[config.mk]
export PLATFORM = sky130hd
export DESIGN_NAME = hazard_stall_unit
export DESIGN_NICKNAME = d
export VERILOG_FILES = /design/src/rtl/hazard_stall_unit.sv
export SDC_FILE = /design/constraint.sdc
export NUM_CORES = 1
export LEC_CHECK = 0
export CAP_MARGIN = 20
export CORE_ASPECT_RATIO = 0.8
export CORE_MARGIN = 4
export CORE_UTILIZATION = 26
export CTS_BUF_LIST = sky130_fd_sc_hd__clkbuf_8
export DETAILED_ROUTE_END_ITERATION = 8
export GPL_TIMING_DRIVEN = 0
export PLACE_DENSITY = 0.79
export SYNTH_ARGS = -nofsm -noshare
export SYNTH_HDL_FRONTEND = slang
export SYNTH_SLANG_ARGS = --single-unit
[constraint.sdc]
create_clock -name clock -period 1.8 [get_ports clock]
set_input_delay 0.18 -clock clock [delete_from_list [all_inputs] [get_ports clock]]
set_output_delay 0.18 -clock clock [all_outputs]
set_load 0.02 [all_outputs]
[src/rtl/hazard_stall_unit.sv]
// Pipeline interlock: load-use stall/bubble plus multdiv freeze with timeout release.
// Latency: load-use is combinational; an N-cycle multdiv freezes the front end for N cycles.
// Backpressure: holds PC/F/D (and D/X while multdiv runs); perf counters only with HAZARD_PERF_EN.
module hazard_stall_unit #(
    parameter int MD_TIMEOUT = 64,
    parameter int CNT_W      = 7
) (
    input  logic        clock,
    input  logic        reset,
    input  logic [31:0] FD_IR,
    input  logic [31:0] DX_IR,
    input  logic        multdiv_ready,
    output logic        ctrl_MULT,
    output logic        ctrl_DIV,
    output logic        stall_FD,
    output logic        bubble_DX,
    output logic        freeze_front,
    output logic        bubble_XM,
    output logic        md_done,
    output logic        md_timeout,
    output logic [31:0] stall_cycles,
    output logic [31:0] md_cycles
);

    localparam logic [4:0] OP_RTYPE = 5'b00000;
    localparam logic [4:0] OP_ADDI  = 5'b00101;
    localparam logic [4:0] OP_LW    = 5'b01000;
    localparam logic [4:0] OP_SW    = 5'b00111;
    localparam logic [4:0] OP_BNE   = 5'b00010;
    localparam logic [4:0] OP_BLT   = 5'b00110;
    localparam logic [4:0] OP_JR    = 5'b00100;
    localparam logic [4:0] OP_BEX   = 5'b10110;
    localparam logic [4:0] ALU_MUL  = 5'b00110;
    localparam logic [4:0] ALU_DIV  = 5'b00111;
    localparam logic [4:0] REG_STATUS = 5'd30;
    localparam logic [CNT_W-1:0] CNT_LAST = CNT_W'(MD_TIMEOUT - 1);

    typedef enum logic {IDLE = 1'b0, BUSY = 1'b1} mdState_e;

    mdState_e         state;
    mdState_e         nextState;
    logic [CNT_W-1:0] cnt;
    logic [CNT_W-1:0] nextCnt;

    logic [4:0] fdOp, fdRd, fdRs, fdRt;
    logic [4:0] dxOp, dxRd, dxAluop;
    logic       dxIsLw, dxIsMul, dxIsDiv, mdStart;
    logic       fdReadsRs, fdReadsRt, fdReadsRd, fdReadsStatus;
    logic       loadUse;
    logic       unusedBits;

    assign fdOp    = FD_IR[31:27];
    assign fdRd    = FD_IR[26:22];
    assign fdRs    = FD_IR[21:17];
    assign fdRt    = FD_IR[16:12];
    assign dxOp    = DX_IR[31:27];
    assign dxRd    = DX_IR[26:22];
    assign dxAluop = DX_IR[6:2];
    assign unusedBits = ^{FD_IR[11:0], DX_IR[21:7], DX_IR[1:0]};

    assign dxIsLw  = (dxOp == OP_LW);
    assign dxIsMul = (dxOp == OP_RTYPE) && (dxAluop == ALU_MUL);
    assign dxIsDiv = (dxOp == OP_RTYPE) && (dxAluop == ALU_DIV);
    assign mdStart = dxIsMul || dxIsDiv;

    // sw's data register is forwarded in M, so only its base register counts
    always_comb begin
        fdReadsRs     = 1'b0;
        fdReadsRt     = 1'b0;
        fdReadsRd     = 1'b0;
        fdReadsStatus = 1'b0;
        case (fdOp)
            OP_RTYPE: begin
                fdReadsRs = 1'b1;
                fdReadsRt = 1'b1;
            end
            OP_ADDI, OP_LW, OP_SW: fdReadsRs = 1'b1;
            OP_BNE, OP_BLT, OP_JR: begin
                fdReadsRd = 1'b1;
                fdReadsRs = 1'b1;
            end
            OP_BEX:  fdReadsStatus = 1'b1;
            default: ;
        endcase
    end

    assign loadUse = dxIsLw && (dxRd != 5'd0) &&
                     ((fdReadsRs && (fdRs == dxRd)) ||
                      (fdReadsRt && (fdRt == dxRd)) ||
                      (fdReadsRd && (fdRd == dxRd)) ||
                      (fdReadsStatus && (dxRd == REG_STATUS)));

    always_ff @(posedge clock) begin
        if (!reset) begin
            state <= IDLE;
            cnt   <= '0;
        end else begin
            state <= nextState;
            cnt   <= nextCnt;
        end
    end

    always_comb begin
        nextState = state;
        nextCnt   = cnt;
        case (state)
            IDLE: begin
                if (mdStart) begin
                    nextState = BUSY;
                    nextCnt   = '0;
                end
            end
            BUSY: begin
                nextCnt = cnt + CNT_W'(1);
                if (multdiv_ready || (cnt == CNT_LAST)) begin
                    nextState = IDLE;
                end
            end
            default: nextState = IDLE;
        endcase
    end

    // A real ready wins over a coincident timeout, so md_timeout stays low then
    always_comb begin
        ctrl_MULT    = 1'b0;
        ctrl_DIV     = 1'b0;
        freeze_front = 1'b0;
        bubble_XM    = 1'b0;
        md_done      = 1'b0;
        md_timeout   = 1'b0;
        stall_FD     = 1'b0;
        bubble_DX    = 1'b0;
        if (reset) begin
            case (state)
                IDLE: begin
                    if (mdStart) begin
                        ctrl_MULT    = dxIsMul;
                        ctrl_DIV     = dxIsDiv;
                        freeze_front = 1'b1;
                        bubble_XM    = 1'b1;
                    end
                end
                BUSY: begin
                    if (multdiv_ready) begin
                        md_done = 1'b1;
                    end else if (cnt == CNT_LAST) begin
                        md_done    = 1'b1;
                        md_timeout = 1'b1;
                    end else begin
                        freeze_front = 1'b1;
                        bubble_XM    = 1'b1;
                    end
                end
                default: ;
            endcase
            stall_FD  = loadUse && !freeze_front;
            bubble_DX = loadUse && !freeze_front;
        end
    end

`ifdef HAZARD_PERF_EN
    logic [31:0] stallCnt;
    logic [31:0] mdCnt;

    // Saturate rather than wrap so long runs never read back as small counts
    always_ff @(posedge clock) begin
        if (!reset) begin
            stallCnt <= 32'd0;
            mdCnt    <= 32'd0;
        end else begin
            if (stall_FD && (stallCnt != 32'hFFFF_FFFF)) begin
                stallCnt <= stallCnt + 32'd1;
            end
            if (freeze_front && (mdCnt != 32'hFFFF_FFFF)) begin
                mdCnt <= mdCnt + 32'd1;
            end
        end
    end

    assign stall_cycles = stallCnt;
    assign md_cycles    = mdCnt;
`else
    assign stall_cycles = 32'd0;
    assign md_cycles    = 32'd0;
`endif

endmodule

==> Flow_metrics.wiki <==
{| class="wikitable"
! Metric !! Value
|-
| Slew Viols, Final || 0
|-
| Via density per instance || about 3.6
|-
| Clock-pin slew on the worst setup and hold paths || 40 ps
|-
| Std-Cell Rows || 22
|-
| Setup repair after global routing missed its margin || yes
|-
| Post-route total power || 0.7733 mW
|-
| Flop-to-flop setup slack || 190 ps
|-
| Prevailing post-synth register cell || sky130_fd_sc_hd__dfxtp_1
|-
| Final hold viol count || 0
|-
| CP dominant cell by count || sky130_fd_sc_hd__buf_6
|-
| Non-Filler Instances || between 300 and 400
|-
| Highest-delay cell along the critical path || sky130_fd_sc_hd__dfxtp_2
|-
| Nets || 343
|-
| Cell at the root of the clock tree || sky130_fd_sc_hd__clkbuf_8
|-
| Share of the synthesized area in the top cell type || 39.88%
|-
| Cell area after synthesis || 1242 µm²
|-
| FF-to-FF path depth || 6
|-
| Nature of the critical path endpoint || output pin
|-
| Largest cells by area after synthesis || sky130_fd_sc_hd__buf_4, sky130_fd_sc_hd__dfxtp_1, sky130_fd_sc_hd__xnor2_1, sky130_fd_sc_hd__xor2_1, sky130_fd_sc_hd__o21ai_0
|-
| Most common cell after layout, fill and taps aside || sky130_fd_sc_hd__buf_4
|-
| Routability-driven placement congestion ratio || ~0.76
|-
| Layout area overhead || 73.31%
|-
| Element type at the critical path start || register
|-
| Min-Delay Startpoint || cnt[5]
|-
| Period utilisation layout || 120.3%
|-
| Overall Global Routing Usage || 10.26%
|-
| Number of antenna-violating nets in the routed design || 0
|-
| Post-synthesis cell type with the largest combined area || sky130_fd_sc_hd__buf_4
|-
| Initial Util || 27.03%
|-
| Share of cells above drive strength 1 || 39.56%
|-
| Buf/Inv on CP || 2
|-
| Hold path cells || 1
|-
| Global route overflow || 0
|-
| Core outline area || 4597 µm²
|-
| First-pass GRT wire length || slightly below 5000 µm
|-
| First DRT Iteration DRCs || 34
|-
| Number of global-route vias before repair || 1145
|-
| Cells after Synth || 157
|-
| Count of unique library cells instantiated by Yosys || between 40 and 50
|-
| Number of buffers created by CTS || 3
|-
| Hold bufs inserted after CTS || 0
|-
| Largest delay contributor family on the critical path || compound AO/OA/AOI/OAI gates
|-
| Maximum clock path buffer count || 2
|-
| Wire length per cell after detailed routing || roughly 9.7 µm
|-
| Average cell area after synthesis || 7.914 µm²
|-
| List of cells traversed by the critical path || ha_4, nand3_4, or2_4, o21ba_4, mux2_4, a211oi_4, buf_6, buf_6
|-
| Most frequent cells in the layout || sky130_fd_sc_hd__buf_4, sky130_fd_sc_hd__conb_1, sky130_fd_sc_hd__clkdlybuf4s50_1, sky130_fd_sc_hd__xnor2_1, sky130_fd_sc_hd__dlygate4sd2_1
|-
| Violated checks || negative setup slack
|-
| Worst voltage drop across the vdd grid || 388.0 µV
|-
| Worst path required time || around 1600 ps
|-
| Area of the die || 5955 µm²
|-
| Number of H-tree levels || 1
|-
| Cell Pwr Density || 359.1 nW/µm²
|-
| CP Max Fanout || 3
|-
| Total instance count after detailed placement || 323
|-
| Endpoint arrival time on the critical path || 1990 ps
|-
| Count of buffers inserted at the top-level ports || 43
|-
| Clock network latency to the later pin of the worst-skew pair || approximately 230 ps
|-
| FF-to-FF Start || cnt[1]
|-
| Setup TNS Final || -1199 ps
|-
| Core Util, Final || 46.84%
|-
| Post-synthesis sequential element count || 8
|-
| Terminus of the critical flop-to-flop path || state
|-
| Number of warnings reported in the yosys synthesis log || 0
|-
| Hold path endpoint || cnt[5]
|-
| Clock skew after layout || between 2 and 2.5 ps
|-
| HP Class || reg -> reg
|-
| Largest net degree at the start of global routing || 11
|-
| Number of diodes added for antenna fixing || 0
|-
| Count of pins on the block boundary || around 140
|-
| Worst hold margin || 470.6 ps
|-
| Worst setup margin || -365.4 ps
|-
| Sink count of the clock tree || 8
|-
| Layout fillers || 458
|-
| Final count of negative-setup-slack endpoints || 5
|-
| TritonCTS clock tree || built
|-
| Horiz. Die Dim || 85.29 µm
|-
| Number of design rule violations left after detail routing || 0
|-
| Die height || about 70 µm
|-
| Leak pwr || 1.058 nW
|-
| Result of the run || finished, violations left
|-
| Drt total wl || about 3200 µm
|-
| Via count || 1192
|-
| First-pass DRT Iterations || 4
|-
| Initial antenna violation count || 0
|-
| Post-layout min period || 2165 ps
|-
| Post-synth EDFFs || 0
|-
| Count of maximum capacitance violations || 0
|-
| Post-synthesis async set-or-reset flop share || 0%
|-
| Largest stage delay on the critical path || 350 ps
|-
| Maximum operating frequency || 461.8 MHz
|-
| Sequential cell area fraction in the yosys report || 12.89%
|-
| Critical path type || reg -> out
|}
power breakdown:
part / internal (mW) / switching (mW)
combinational: 0.184 / 0.194
sequential: 0.177 / 0.0000758
clock: 0.145 / 0.0743
total: 0.505 / 0.268
worst register-to-register path, stage by stage, from the launching register on:
cell,delay (ps)
sky130_fd_sc_hd__dfxtp_2,350
sky130_fd_sc_hd__ha_4,150
sky130_fd_sc_hd__nand3_4,70
sky130_fd_sc_hd__or2_4,240
sky130_fd_sc_hd__o21ba_4,190
sky130_fd_sc_hd__mux2_4,300
sky130_fd_sc_hd__and2_2,190
timing repair:
item                       in CTS  in global routing
gates cloned                    0                  0
pin swaps                       3                  1
setup endpoints to repair       8                  8
buffers inserted                6                  1
resized for setup              61                 11
Yosys cell counts, types with 2 or more instances:
cell type and instances:
sky130_fd_sc_hd__buf_4 66, sky130_fd_sc_hd__nor3_1 3, sky130_fd_sc_hd__a21oi_1 4, sky130_fd_sc_hd__nor4_1 2, sky130_fd_sc_hd__nand2_1 5, sky130_fd_sc_hd__dfxtp_1 8, sky130_fd_sc_hd__a31oi_1 3, sky130_fd_sc_hd__xor2_1 5
sky130_fd_sc_hd__nand3_1 2, sky130_fd_sc_hd__and2_2 2, sky130_fd_sc_hd__inv_1 3, sky130_fd_sc_hd__nand4_1 3, sky130_fd_sc_hd__nand2b_1 2, sky130_fd_sc_hd__o21ai_0 5, sky130_fd_sc_hd__a311oi_1 2, sky130_fd_sc_hd__xnor2_1 10
sky130_fd_sc_hd__nor2_1 6
routing by layer:
layer	up-vias	part of all wire (%)	wire [µm]	GRT usage (%)
met5	-	0	0	0
met4	0	1.5	49	4.218
met3	4	8.5	275	3.325
met2	53	55	1756	19.31
met1	505	35	1136	10.20
li1	630	-	-	-
how the worst max path moves through the flow:
stage                    from  endpoint  cells after the start
global route           cnt[1]  stall_FD                      8
floorplan              cnt[0]  stall_FD                      7
finish                 cnt[1]  stall_FD                      8
detailed placement  DX_IR[23]  stall_FD                      6
global placement    DX_IR[22]  stall_FD                      8
CTS                    cnt[0]  stall_FD                      8
layout make-up:
class | count | area [µm²] | share of cell area, %
multi-input combinational | 139 | 870.8 | 40.44
buffer | 70 | 529.3 | 24.58
timing repair buffer | 50 | 460.4 | 21.38
sequential | 8 | 165.2 | 7.670
tap | 60 | 75.07 | 3.486
clock buffer | 3 | 41.29 | 1.917
inverter | 3 | 11.26 | 0.5230
flip-flops by register name, summed over array words and instances, names as in the netlist:
register  cells
state         1
cnt           7
logic make-up after synthesis:
family | Yosys count | synth area share [%]
buffers and inverters | 73 | 42.80
AND/OR/NAND/NOR | 39 | 20.65
AO/OA/AOI/OAI | 18 | 9.769
XOR/XNOR | 15 | 10.57
flip-flops | 8 | 12.89
multiplexers | 2 | 2.014
adder cells (fa/ha/maj) | 1 | 1.007
other | 1 | 0.3018
through the flow:
step                      worst slack [ps]  instance area [µm²]
after global routing                -431.8                 2153
after global placement              -904.9                 2011
after CTS                           -368.7                 2127
final                               -365.4                 2153
after detailed placement            -921.6                 2011
after floorplan                     -101.1                 1505
Note: power is estimated with default switching activity, not from simulation.
